`src/rtl/i2s_pcm_tx.sv`:
```
// I2S transmitter: buffers one mono PCM sample and sends it on both slots, bclk/lrclk derived from clk.
// Define I2S_PCM_TX_HOLD_LAST_EN to repeat the last sample on underrun instead of sending silence.
module i2s_pcm_tx #(
  parameter int unsigned DATA_W   = 16,
  parameter int unsigned BCLK_DIV = 4
) (
  input  logic              clk,
  input  logic              reset,
  input  logic [DATA_W-1:0] pcm_in,
  input  logic              pcm_valid,
  output logic              pcm_ready,
  output logic              bclk,
  output logic              lrclk,
  output logic              sdata,
  output logic              underrun
);

  localparam int unsigned DivW  = (BCLK_DIV > 1) ? $clog2(BCLK_DIV) : 1;
  localparam int unsigned BitW  = $clog2(2 * DATA_W);
  localparam int unsigned SlotW = $clog2(DATA_W);

  localparam logic [DivW-1:0] DivLast = DivW'(BCLK_DIV - 1);
  localparam logic [BitW-1:0] BitLast = BitW'(2 * DATA_W - 1);

  logic [DivW-1:0]   div_cnt;
  logic [BitW-1:0]   bit_cnt;
  logic [DATA_W-1:0] hold_data;
  logic              hold_full;
  logic [DATA_W-1:0] frame;

  logic              fe;
  logic              load;
  logic              accept;
  logic [BitW-1:0]   bit_nxt;
  logic [BitW-1:0]   slot_pos;
  logic [BitW-1:0]   bit_idx;
  logic [DATA_W-1:0] frame_nxt;
  logic              hold_full_nxt;
  logic              sdata_nxt;
  logic              lrclk_nxt;

  always_comb begin
    fe      = (div_cnt == DivLast) && bclk;
    load    = fe && (bit_cnt == BitLast);
    accept  = pcm_valid && pcm_ready;
    bit_nxt = (bit_cnt == BitLast) ? '0 : bit_cnt + BitW'(1);

    // Load sees the pre-accept holding state; a same-cycle accept waits for the next frame.
    frame_nxt     = frame;
    hold_full_nxt = hold_full;
    if (load) begin
      if (hold_full) begin
        frame_nxt     = hold_data;
        hold_full_nxt = 1'b0;
      end else begin
`ifdef I2S_PCM_TX_HOLD_LAST_EN
        frame_nxt = frame;
`else
        frame_nxt = '0;
`endif
      end
    end
    if (accept) begin
      hold_full_nxt = 1'b1;
    end

    // Both slots carry the same sample MSB first.
    slot_pos  = (bit_nxt < BitW'(DATA_W)) ? bit_nxt : bit_nxt - BitW'(DATA_W);
    bit_idx   = BitW'(DATA_W - 1) - slot_pos;
    sdata_nxt = frame_nxt[bit_idx[SlotW-1:0]];

    // Word select leads each slot's MSB by one bit.
    lrclk_nxt = (bit_nxt >= BitW'(DATA_W - 1)) && (bit_nxt <= BitW'(2 * DATA_W - 2));
  end

  always_ff @(posedge clk) begin
    if (reset) begin
      div_cnt   <= '0;
      bit_cnt   <= BitLast;
      bclk      <= 1'b0;
      lrclk     <= 1'b0;
      sdata     <= 1'b0;
      underrun  <= 1'b0;
      pcm_ready <= 1'b1;
      hold_data <= '0;
      hold_full <= 1'b0;
      frame     <= '0;
    end else begin
      div_cnt <= (div_cnt == DivLast) ? '0 : div_cnt + DivW'(1);
      if (div_cnt == DivLast) begin
        bclk <= ~bclk;
      end
      if (fe) begin
        bit_cnt <= bit_nxt;
        lrclk   <= lrclk_nxt;
        sdata   <= sdata_nxt;
        frame   <= frame_nxt;
      end
      underrun <= load && !hold_full;
      if (accept) begin
        hold_data <= pcm_in;
      end
      hold_full <= hold_full_nxt;
      pcm_ready <= !hold_full_nxt;
    end
  end

endmodule

```
`config.mk`:
```
export PLATFORM = sky130hd
export DESIGN_NAME = i2s_pcm_tx
export DESIGN_NICKNAME = d
export VERILOG_FILES = /design/src/rtl/i2s_pcm_tx.sv
export SDC_FILE = /design/constraint.sdc
export NUM_CORES = 1
export LEC_CHECK = 0
export ABC_AREA = 1
export CORE_AREA = 2 2 64 66
export DETAILED_ROUTE_END_ITERATION = 6
export DIE_AREA = 0 0 66 68
export DONT_BUFFER_PORTS = 1
export PLACE_DENSITY = 0.72
export SLEW_MARGIN = 10
export SYNTH_ARGS = -nofsm -noshare
export SYNTH_HDL_FRONTEND = slang
export SYNTH_SLANG_ARGS = --single-unit
export TNS_END_PERCENT = 20
```
`constraint.sdc`:
```
create_clock -name clk -period 1.9 [get_ports clk]
set_input_delay 0.38 -clock clk [delete_from_list [all_inputs] [get_ports clk]]
set_output_delay 0.38 -clock clk [all_outputs]
set_load 0.005 [all_outputs]
```
### Word level (Yosys, flattened, before mapping)

Cells that the tools add are included.

| cells by class | value |
|---|---|
| bitwise gates (word level) | 1 |
| mux-type cells | 8 |
| add/subtract/negate cells | 4 |
| magnitude comparators | 4 |
| reduce and logical (&&, ||, !) cells | 8 |
| eq/ne operators | 2 |

Operators with widths:

| cell | number |
|---|---|
| $mux W16 | 2 |
| $add A5 B1 Y5 const B | 1 |
| $eq A5 B5 Y1 const B | 1 |
| $ge A5 B4 Y1 const B | 1 |
| $le A5 B5 Y1 const B | 1 |
| $logic_and A1 B1 Y1 | 5 |
| $lt A4 B5 Y1 const B | 1 |
| $lt A5 B5 Y1 const B | 1 |
| $mux W5 | 1 |
| $bmux W1 S4 | 1 |
| $mux W4 | 1 |
| $sub A4 B1 Y4 const B | 1 |
| $sub A4 B4 Y4 const A | 1 |
| $mux W1 | 3 |
| $add A2 B1 Y2 const B | 1 |
| $eq A2 B2 Y1 const B | 1 |
| $logic_not A1 Y1 | 2 |
| $reduce_or A2 Y1 | 1 |
| $not A1 Y1 | 1 |

| word-level totals | value |
|---|---|
| register bits after elaboration | 45 |
| output and inout bits | 5 |
| logic and storage cells | 37 |
| input bits | 19 |

### Logic depth before layout (Yosys ltp)

Gate-level depths: netlist of the first run.

| depth | value |
|---|---|
| word-level depth | 7 |
| mapped depth | 14 |
| depth with buffers taken out | 14 |

### Worst setup path before layout of the first run

Ideal clock, no wire load.

| timing | value |
|---|---|
| path kind | reg-to-reg |
| start point | register bit_cnt[0] |
| end point | register lrclk |
| setup slack | 139 ps |
| stages on the path, launching flop included | 14 |
| data required time | 1787 ps |
| period minus slack after synthesis | 1761 ps |
| buffers on the path | 1 |
| data arrival time | 1648 ps |
| setup time | 113 ps |
| cell sequence | dfxtp_1 ha_1 nand2_1 nor2_1 ha_1 inv_2 buf_6 nand2_4 nor3_2 nand2_1 nand2_1 nand2_1 o21ai_1 inv_1 |

| on the way | value |
|---|---|
| word-level cells in the longest chain between the ends | 4 |
| elaborated cells between the ends (all ways) | 6 |
| those cells by class | 1 x add/sub; 2 x order compare; 1 x eq/ne; 1 x mux; 1 x reduce/logical |

RTL lines:

| what | RTL line | RTL |
|---|---|---|
| start: declaration | 26 | `logic [BitW-1:0] bit_cnt;` |
| start signal: assignment | 79 | `bit_cnt <= BitLast;` |
| start signal: assignment | 94 | `bit_cnt <= bit_nxt;` |
| $add A5 B1 Y5 or $eq A5 B5 Y1 (tied branches) | 46 | `bit_nxt = (bit_cnt == BitLast) ? '0 : bit_cnt + BitW'(1);` |
| $mux W5 * | 46 |  |
| $ge A5 B4 Y1 or $le A5 B5 Y1 (tied branches) | 73 | `lrclk_nxt = (bit_nxt >= BitW'(DATA_W - 1)) && (bit_nxt <= BitW'(2 * DATA_W - 2));` |
| $logic_and A1 B1 Y1 * | 73 |  |
| end signal: assignment | 95 | `lrclk <= lrclk_nxt;` |
| end: declaration | 13 | `output logic lrclk,` |

Every way passes the cells marked *; elsewhere a longest branch is shown, timed or not.
A chain may end at the register's enable or synchronous reset.

### Worst setup path in the final report of the first run

| timing | value |
|---|---|
| start point | register bit_cnt[0] |
| end point | register sdata |

| on the way | value |
|---|---|
| word-level cells in the longest chain between the ends | 7 |
| elaborated cells between the ends (all ways) | 11 |
| those cells by class | 3 x add/sub; 1 x order compare; 1 x eq/ne; 5 x mux; 1 x reduce/logical |

RTL lines:

| what | RTL line | RTL |
|---|---|---|
| $add A5 B1 Y5 or $eq A5 B5 Y1 (tied branches) | 46, 44 |  |
| $mux W5 | 46 |  |
| $sub A4 B1 Y4 or $lt A5 B5 Y1 (tied branches) | 68 | `slot_pos = (bit_nxt < BitW'(DATA_W)) ? bit_nxt : bit_nxt - BitW'(DATA_W);` |
| $mux W4 | 68 |  |
| $sub A4 B4 Y4 | 69 | `bit_idx = BitW'(DATA_W - 1) - slot_pos;` |
| $bmux W1 S4 * | 70 | `sdata_nxt = frame_nxt[bit_idx[SlotW-1:0]];` |
| $mux W1 (not written as such) * | 70 |  |
| end signal: assignment | 96 | `sdata <= sdata_nxt;` |
| end: declaration | 14 | `output logic sdata,` |

Every way passes the cells marked *; elsewhere a longest branch is shown, timed or not. The select of a mux whose other input is x is not followed.

==> results of run 1 <==
final cells by class:
cell class | count | share of cell area
well taps | 50 | 0.0270
multi-input cells | 183 | 0.420
flip-flops and latches | 45 | 0.391
inverters | 41 | 0.0675
repair buffers | 11 | 0.0372
clock buffers | 5 | 0.0297
clock inverters | 3 | 0.0281
path summary, 6_finish.rpt:
path,start,to,slack [ns],cells past startpoint
worst min-delay path,reset,frame[13],0.15,1
worst min register to register,div_cnt[0],div_cnt[0],0.43,1
worst max register to register,bit_cnt[0],sdata,0.12,12
worst max-delay path,bit_cnt[0],sdata,0.12,12
synthesized netlist by cell type:
| cell | n |
|---|---|
| clkinv_1 | 2 |
| dfxtp_1 | 45 |
| clkbuf_1 | 6 |
| nor3b_1 | 1 |
| o21ai_0 | 17 |
| inv_2 | 1 |
| nand3_1 | 26 |
| inv_1 | 38 |
| a22oi_1 | 2 |
| a21oi_1 | 12 |
| nand2_1 | 44 |
| o21ai_1 | 1 |
| buf_2 | 2 |
| nand2_4 | 3 |
| buf_6 | 3 |
| nor2_8 | 1 |
| nor2_1 | 51 |
| ha_1 | 3 |
| nor3_1 | 4 |
| nand3_2 | 5 |
| nor3_2 | 1 |
| nand2_2 | 4 |
| a211oi_1 | 8 |
routing by layer:
metal,up-vias,wire length (microns)
met2,38,2030
met4,0,85
met5,-,0
li1,897,-
met3,6,170
met1,794,1800
kinds of logic (layout without fill, tap and decap cells):
kind of cell | Yosys count | count (layout) | synth area share
simple gates | 140 | 140 | 0.321
compound gates | 40 | 40 | 0.111
flops | 45 | 45 | 0.442
buf+inv | 52 | 60 | 0.108
fa+ha+maj | 3 | 3 | 0.0184
metrics by stage:
stage	utilization	setup TNS [ns]
finish	0.601	0
global route	0.601	-0.00494
CTS	0.583	0
detailed placement	0.545	-0.0179
global placement	0.545	0
floorplan	-	0
state kept, by name, indices dropped and copies added (netlist names):
| signal | cells |
|---|---|
| frame | 16 |
| hold_data | 16 |
| bit_cnt | 5 |
| div_cnt | 2 |
| bclk | 1 |
| hold_full | 1 |
| lrclk | 1 |
| pcm_ready | 1 |
| sdata | 1 |
| underrun | 1 |
critical path: stages, from the launching register on:
cell,delay [ns]
dfxtp_4,0.38
ha_4,0.14
nand2_2,0.07
nor2_4,0.13
ha_4,0.18
nand3_4,0.13
buf_6,0.18
nand2_1,0.07
nand3_1,0.09
nand3_1,0.09
nand3_2,0.08
nand3_2,0.07
nand3_2,0.07
placed cells by master (no fill, tap or decap), drive strengths merged:
cell     n
nand3   31
nor3     5
inv     39
clkbuf   5
ha       3
nor2    52
a211oi   8
nand2   51
clkinv   3
a21oi   12
dfxtp   45
o21ai   18
nor3b    1
buf     11
a22oi    2
bufinv   2
power by group through the flow:
| stage | Clock [W] | Combinational, W | Sequential [W] |
|---|---|---|---|
| after detailed placement | 0 | 0.000115 | 0.00103 |
| after floorplan | 0 | 0.000107 | 0.00102 |
| after CTS | 0.000853 | 0.000117 | 0.00101 |
| after global placement | 0 | 0.000112 | 0.00103 |
| final | 0.000836 | 0.000121 | 0.00101 |
| after global routing | 0.000897 | 0.000142 | 0.00102 |
repair_timing:
| item | CTS | global route |
|---|---|---|
| pin swaps | 1 | 3 |
| hold buffers | 0 | 0 |
| setup buffers | 0 | 3 |
| resized for setup | 4 | 15 |
| endpoints found under the setup margin | 1 | 2 |
==> flow_metrics.env, run 1 <==
export IMPL_outcome="finished, final reports clean"
export IMPL_ys_seq_area_frac=0.442
export IMPL_netlist_area_sq_um=2040
export IMPL_drc_errors=0
export IMPL_maxCapViolCount=0
export IMPL_p_leak_nw=1.14
export IMPL_boundaryPins=24
export IMPL_overflow=0
export IMPL_grt_max_degree=26
export IMPL_avgSynthCellArea_sq_um=7.27
export IMPL_ant_nets=0
export IMPL_dr_pass1_iters=4
export IMPL_use_met3=0.0526
export IMPL_nNetsFinal=309
export IMPL_relSlewSlack=0.692
export IMPL_maxSlewViolCount=0
export IMPL_antenna_found_initial=0
export IMPL_clock_skew_ns=0.0127
export IMPL_vias_per_cell=5.13
export IMPL_synth_seq_cells=45
export IMPL_synth_nets=302
export IMPL_grt_met2_usage=0.360
export IMPL_fin_crit_sh=0.935
export IMPL_die_area_sq_um=4490
export IMPL_syn_to_final_growth_pct=13.8
export IMPL_worst_slew_pin_slew_ns=0.461
export IMPL_fill_cells=384
export IMPL_cts_buffers=5
export IMPL_crit_type="reg2reg"
export IMPL_globalRouteTotalUtil=0.201
export IMPL_p_switching_w=0.000417
export IMPL_ys_types=23
export IMPL_die_x_microns=66
export IMPL_postPlaceCellArea_sq_um=2100
export IMPL_grt_use_met1=0.224
export IMPL_hold_path_class="in2reg"
export IMPL_fin_area_sq_um=2320
export IMPL_p_clk_frac=0.425
export IMPL_p_int_w=0.00155
export IMPL_grt_pass1_vias=1606
export IMPL_setup_viol_count_final=0
export IMPL_io_buffers=0
export IMPL_multi_input_area_sq_um=973
export IMPL_root_buffer="clkbuf_8"
export IMPL_die_h_microns=68
export IMPL_clock_latency_ns=0.30
export IMPL_fp_row_count=23
export IMPL_htreeDepth=2
export IMPL_final_layout_size_suffix_gt1_frac=0.153
export IMPL_grt_pass1_wl_microns=6860
export IMPL_worstPathRequired_ns=2.10
export IMPL_clk_pin_slew_worst_paths_ns=0.09
export IMPL_via_count=1735
export IMPL_fin_crit_ns=1.78
export IMPL_yosysWarnings=0
export IMPL_area_sequential_sq_um=906
export IMPL_start_util=0.528
export IMPL_cp_end_kind="register"
export IMPL_p_per_area_nw_per_um2=849
export IMPL_core_region_area_sq_um=3860
export IMPL_final_hold_viol_count=0
export IMPL_synth_area_top_cells="dfxtp_1 44%, nor2_1 9.4%, nand2_1 8.1%, inv_1 7.0%, nand3_1 6.4%"
export IMPL_busiest_layer="met2"
export IMPL_drt_iter0_markers=49
export IMPL_synth_cells=280
export IMPL_start_kind="register"
export IMPL_avgRoutedWirePerCell_microns=12.1
export IMPL_antenna_cells=0
export IMPL_power_frac_seq=0.514
export IMPL_gp_congestion=0.895
export IMPL_place_worst_setup_slack_ns=-0.0179
export IMPL_clockBufferDepth=2
export IMPL_synth_top_area_frac=0.442
export IMPL_worst_ep_arrival_time_ns=1.97
export IMPL_fin_cells=338
export IMPL_worst_slack_ns=0.124
export IMPL_dpl_cell_count=328
export IMPL_ir_drop_v=0.000649
export IMPL_p_total_w=0.00197
export IMPL_p_sw_frac=0.212
export IMPL_holdWs_ns=0.154
export IMPL_cts_sinks=45
export IMPL_combPwrFrac=0.062
export IMPL_synth_largest_area_cell="dfxtp_1"
export IMPL_cp_max_fo=6
export IMPL_routed_wl_microns=4090
export IMPL_fmax_ghz=0.563
export IMPL_dp_hpwl_microns=2870
export IMPL_cts_tree="done"
Power figures use the tool's default switching activity.
==> run 2: changes to the inputs <==
--- a/config.mk
+++ b/config.mk
@@ -6,10 +6,10 @@
 export NUM_CORES = 1
 export LEC_CHECK = 0
 export ABC_AREA = 1
-export CORE_AREA = 2 2 64 66
+export BUFFER_PORTS_ARGS = -buffer_cell sky130_fd_sc_hd__buf_2
+export CORE_AREA = 2 2 67 69
 export DETAILED_ROUTE_END_ITERATION = 6
-export DIE_AREA = 0 0 66 68
-export DONT_BUFFER_PORTS = 1
+export DIE_AREA = 0 0 69 71
 export PLACE_DENSITY = 0.72
 export SLEW_MARGIN = 10
 export SYNTH_ARGS = -nofsm -noshare
==> run 2 against run 1 <==
  * Critical path depth is the same
  * Maximum frequency shrank 2.7%
  * Combinational power grew 23%
  * Die area grew 9.2%
  * Sequential share of layout area shrank 0.87 points
  * Clock power shrank 24%
  * Non-clock buffer count grew 22
  * Sequential power is essentially flat
  * Setup slack lost 0.050 ns
  * Critical endpoint unchanged
  * Largest power group unchanged
==> flow_metrics.env, run 2 (same netlist as run 1, synthesis figures left out) <==
export IMPL_final_cell_mix="50 x nor2_1, 43 x nand2_1, 43 x dfxtp_1, 38 x inv_1, 26 x nand3_1"
export IMPL_io_buffers=23
export IMPL_fmax_ghz=0.548
export IMPL_via_count=1738
export IMPL_htreeDepth=2
export IMPL_drt_iter0_markers=100
export IMPL_cpPeakStageDelay_ns=0.36
export IMPL_cp_common_cell="nand3_2"
export IMPL_routed_wl_microns=3880
export IMPL_worst_slew_pin_slew_ns=0.427
export IMPL_hold_path_class="in2reg"
export IMPL_clockBufferDepth=2
export IMPL_worst_slack_ns=0.0740
export IMPL_core_region_area_sq_um=4200
export IMPL_place_worst_setup_slack_ns=0.0557
export IMPL_globalRouteTotalUtil=0.171
export IMPL_ant_nets=0
export IMPL_grt_use_met1=0.227
export IMPL_fin_crit_sh=0.961
export IMPL_cts_sinks=45
export IMPL_slowest_stage="dfxtp_2"
export IMPL_die_h_microns=71
export IMPL_cts_tree="done"
export IMPL_dr_pass1_iters=4
export IMPL_fin_crit_ns=1.83
export IMPL_gp_congestion=0.884
export IMPL_cp_end_kind="register"
export IMPL_final_hold_viol_count=0
export IMPL_combPwrFrac=0.083
export IMPL_final_util=0.563
export IMPL_p_total_w=0.00179
export IMPL_worstPathRequired_ns=2.08
export IMPL_clock_skew_ns=0.0120
export IMPL_tns_ns=0
export IMPL_outcome="finished, final reports clean"
export IMPL_drc_errors=0
export IMPL_dp_hpwl_microns=2840
export IMPL_root_buffer="clkbuf_8"
export IMPL_p_int_w=0.00138
export IMPL_maxCapViolCount=0
export IMPL_p_per_area_nw_per_um2=758
export IMPL_final_layout_size_suffix_gt1_frac=0.200
export IMPL_top_regs="frame (16), hold_data (16), bit_cnt (5)"
export IMPL_use_met3=0.0356
export IMPL_relSlewSlack=0.714
export IMPL_p_switching_w=0.000417
export IMPL_p_leak_nw=1.20
export IMPL_fp_row_count=24
export IMPL_setup_viol_count_final=0
export IMPL_p_sw_frac=0.233
export IMPL_clk_pin_slew_worst_paths_ns=0.09
export IMPL_grt_pass1_vias=1569
export IMPL_start_kind="register"
export IMPL_die_area_sq_um=4900
export IMPL_cp_max_fo=9
export IMPL_grt_met2_usage=0.282
export IMPL_power_frac_seq=0.564
export IMPL_final_common_cell="nor2_1"
export IMPL_cts_buffers=5
export IMPL_grt_max_degree=18
export IMPL_maxSlewViolCount=0
export IMPL_busiest_layer="met2"
export IMPL_overflow=0
export IMPL_grt_pass1_wl_microns=6930
export IMPL_antenna_found_initial=0
export IMPL_crit_chain="ha_2 > nand2_1 > nor2_2 > ha_4 > nand3_4 > buf_4 > nand2_4 > nand3_2 > nand3_1 > nand3_2 > nand3_2 > nand3_2"
export IMPL_p_clk_frac=0.353
export IMPL_avgRoutedWirePerCell_microns=10.7
export IMPL_worst_ep_arrival_time_ns=2.01
export IMPL_fill_cells=399
export IMPL_clock_latency_ns=0.29
export IMPL_nNetsFinal=331
export IMPL_ir_drop_v=0.000545
export IMPL_crit_type="reg2reg"
export IMPL_syn_to_final_growth_pct=16.1
export IMPL_start_util=0.485
export IMPL_vias_per_cell=4.80
export IMPL_antenna_cells=0
export IMPL_die_x_microns=69
export IMPL_boundaryPins=24
run 2: area by class of cell:
| cell class | instances | area (sq um) | area share |
|---|---|---|---|
| multi-input combinational | 183 | 943 | 0.399 |
| sequential | 45 | 903 | 0.382 |
| timing repair buffer | 33 | 190 | 0.0804 |
| inverter | 41 | 161 | 0.0683 |
| clock buffer | 7 | 96.3 | 0.0407 |
| tap | 52 | 65.1 | 0.0275 |
| clock inverter | 1 | 5.00 | 0.00212 |
run 2: routing by layer:
metal  routed length, microns  vias to the layer above
met2                     1840                       30
met1                     1860                      763
li1                         -                      943
met5                        0                        -
met3                      158                        2
met4                       24                        0
run 2: per-stage QoR:
stage / instances / hold WS, ns / instance area [sq um]
finish: 362 / 0.337 / 2360
detailed placement: 352 / 0.424 / 2210
CTS: 360 / 0.336 / 2310
floorplan: 280 / 0.404 / 2040
global placement: 352 / 0.416 / 2210
global route: 362 / 0.345 / 2360
run 2: worst paths after layout:
kind               from       endpoint  slack, ns  cells after the start
min          pcm_in[10]  hold_data[10]       0.34                      3
max          bit_cnt[1]          sdata       0.07                     12
max reg2reg  bit_cnt[1]          sdata       0.07                     12
min reg2reg  div_cnt[0]     div_cnt[0]       0.43                      1
run 2: power groups by stage:
stage          sequential (W)  combinational [W]  clock, W
6_report              0.00101           0.000149  0.000633
5_1_grt               0.00102           0.000173  0.000685
4_1_cts               0.00101           0.000145  0.000642
3_5_place_dp          0.00103           0.000144         0
3_3_place_gp          0.00103           0.000143         0
2_1_floorplan         0.00102           0.000107         0
run 2: what timing repair did:
action,in CTS,in global routing
setup buffers,0,2
endpoints found under the setup margin,0,4
hold buffers,0,0
gates resized for setup,0,11
run 2: worst max-delay path: cells and delay by family (launching register included):
kind / cells / cell delay, ns
adder cells (fa/ha/maj): 2 / 0.38
AND/OR/NAND/NOR: 9 / 0.78
buffers and inverters: 1 / 0.19
flip-flops: 1 / 0.36
==> run 3: changes to the inputs <==
--- a/config.mk
+++ b/config.mk
@@ -10,7 +10,9 @@
 export CORE_AREA = 2 2 67 69
 export DETAILED_ROUTE_END_ITERATION = 6
 export DIE_AREA = 0 0 69 71
+export GPL_ROUTABILITY_DRIVEN = 0
 export PLACE_DENSITY = 0.72
+export REMOVE_ABC_BUFFERS = 1
 export SLEW_MARGIN = 10
 export SYNTH_ARGS = -nofsm -noshare
 export SYNTH_HDL_FRONTEND = slang
==> run 3 against run 2 <==
  * Non-clock buffer count down 1
  * Design area fell by 0.90%
  * Sequential share of layout area is 0.35 points higher
  * Cell count unchanged
  * Clock skew down 0.0066 ns
  * Setup slack got worse by 0.0026 ns
  * Register-to-register slack barely moved
  * Combinational power is essentially flat
  * Clock power fell by 9.6%
  * Largest cell class unchanged
==> flow_metrics.env, run 3 (same netlist as run 1, synthesis figures left out) <==
export IMPL_outcome="finished, final reports clean"
export IMPL_worstPathRequired_ns=2.10
export IMPL_tns_ns=0
export IMPL_fill_cells=419
export IMPL_vias_per_cell=4.88
export IMPL_fin_crit_sh=0.962
export IMPL_p_leak_nw=1.19
export IMPL_overflow=0
export IMPL_fin_cells=362
export IMPL_die_area_sq_um=4900
export IMPL_p_total_w=0.00173
export IMPL_drc_errors=0
export IMPL_antenna_found_initial=0
export IMPL_routed_wl_microns=4090
export IMPL_nNetsFinal=331
export IMPL_final_layout_size_suffix_gt1_frac=0.190
export IMPL_ir_drop_v=0.000383
export IMPL_maxCapViolCount=0
export IMPL_fin_crit_ns=1.83
export IMPL_grt_pass1_wl_microns=6930
export IMPL_clock_skew_ns=0.00535
export IMPL_root_buffer="clkbuf_8"
export IMPL_cts_buffers=5
export IMPL_clk_pin_slew_worst_paths_ns=0.08
export IMPL_drt_iter0_markers=110
export IMPL_maxSlewViolCount=0
export IMPL_hold_path_class="in2reg"
export IMPL_setup_viol_count_final=0
export IMPL_fp_row_count=24
export IMPL_start_util=0.485
export IMPL_p_per_area_nw_per_um2=740
export IMPL_final_util=0.557
export IMPL_dr_pass1_iters=4
export IMPL_cts_sinks=45
export IMPL_crit_type="reg2reg"
export IMPL_final_common_cell="nor2_1"
export IMPL_core_region_area_sq_um=4200
export IMPL_globalRouteTotalUtil=0.177
export IMPL_avgRoutedWirePerCell_microns=11.3
export IMPL_grt_pass1_vias=1587
export IMPL_start_kind="register"
export IMPL_top_regs="frame (16), hold_data (16), bit_cnt (5)"
export IMPL_worst_ep_arrival_time_ns=2.03
export IMPL_final_hold_viol_count=0
export IMPL_fmax_ghz=0.547
export IMPL_cp_max_fo=10
export IMPL_worst_slew_pin_slew_ns=0.494
export IMPL_die_h_microns=71
export IMPL_syn_to_final_growth_pct=15.0
export IMPL_dpl_cell_count=352
export IMPL_clockBufferDepth=2
export IMPL_grt_max_degree=26
export IMPL_dp_hpwl_microns=2790
export IMPL_htreeDepth=2
export IMPL_holdBufCountCts=0
export IMPL_clock_latency_ns=0.30
export IMPL_ant_nets=0
export IMPL_cp_end_kind="register"
export IMPL_die_x_microns=69
export IMPL_antenna_cells=0
export IMPL_io_buffers=23
export IMPL_relSlewSlack=0.670
export IMPL_r2r_setup_slack_ns=0.07
export IMPL_final_cell_mix="50 x nor2_1, 44 x nand2_1, 43 x dfxtp_1, 38 x inv_1, 26 x nand3_1"
export IMPL_boundaryPins=24
export IMPL_via_count=1767
export IMPL_cts_tree="done"
-- run 3: final cells by class --
| cell class | instances | area [sq um] | area share |
|---|---|---|---|
| clock inverter | 2 | 10.0 | 0.00427 |
| timing repair buffer | 32 | 183 | 0.0779 |
| tap | 52 | 65.1 | 0.0278 |
| inverter | 41 | 156 | 0.0667 |
| multi-input combinational | 184 | 953 | 0.407 |
| sequential | 45 | 903 | 0.385 |
| clock buffer | 6 | 72.6 | 0.0310 |
-- run 3: power breakdown --
group	leakage, nW	switching, W	total [W]	internal (W)
Combinational	0.774	0.0000905	0.000152	0.0000618
Clock	0.0450	0.000317	0.000572	0.000255
Sequential	0.367	0.0000257	0.00101	0.000984
Total	1.19	0.000433	0.00173	0.00130
-- run 3: path summary, 6_finish.rpt --
check,from,end,cells past startpoint
worst min register to register,div_cnt[0],div_cnt[0],1
worst max register to register,bit_cnt[0],lrclk,12
worst max-delay path,bit_cnt[0],lrclk,12
worst min-delay path,pcm_in[6],hold_data[6],3
-- run 3: critical path, stage by stage, from the launching register on --
cell,delay (ns)
dfxtp_2,0.34
ha_1,0.20
nand2_1,0.14
nor2_4,0.05
ha_4,0.19
inv_4,0.12
nand2_4,0.12
nor3_2,0.19
nand2_1,0.09
nand2_1,0.07
nand2_1,0.05
o21ai_1,0.12
inv_1,0.05
-- run 3: routing by layer --
metal | wire (microns) | vias up | GRT usage
met2 | 1920 | 22 | 0.286
met4 | 107 | 0 | 0.0850
met5 | 0 | - | 0
met3 | 135 | 8 | 0.0499
li1 | - | 945 | -
met1 | 1920 | 792 | 0.218
-- run 3: metrics by stage --
stage / hold WS (ns) / setup slack (ns) / instance area [sq um]
3_5_place_dp: 0.428 / 0.0324 / 2210
6_report: 0.325 / 0.0714 / 2340
4_1_cts: 0.323 / 0.0310 / 2290
2_1_floorplan: 0.400 / 0.0407 / 1970
3_3_place_gp: 0.415 / 0.0860 / 2210
5_1_grt: 0.344 / -0.0338 / 2340
-- run 3: what timing repair did --
item | 4_1_cts | 5_1_grt
endpoints found under the setup margin | 0 | 5
buffers inserted | 0 | 1
resized for setup | 0 | 8
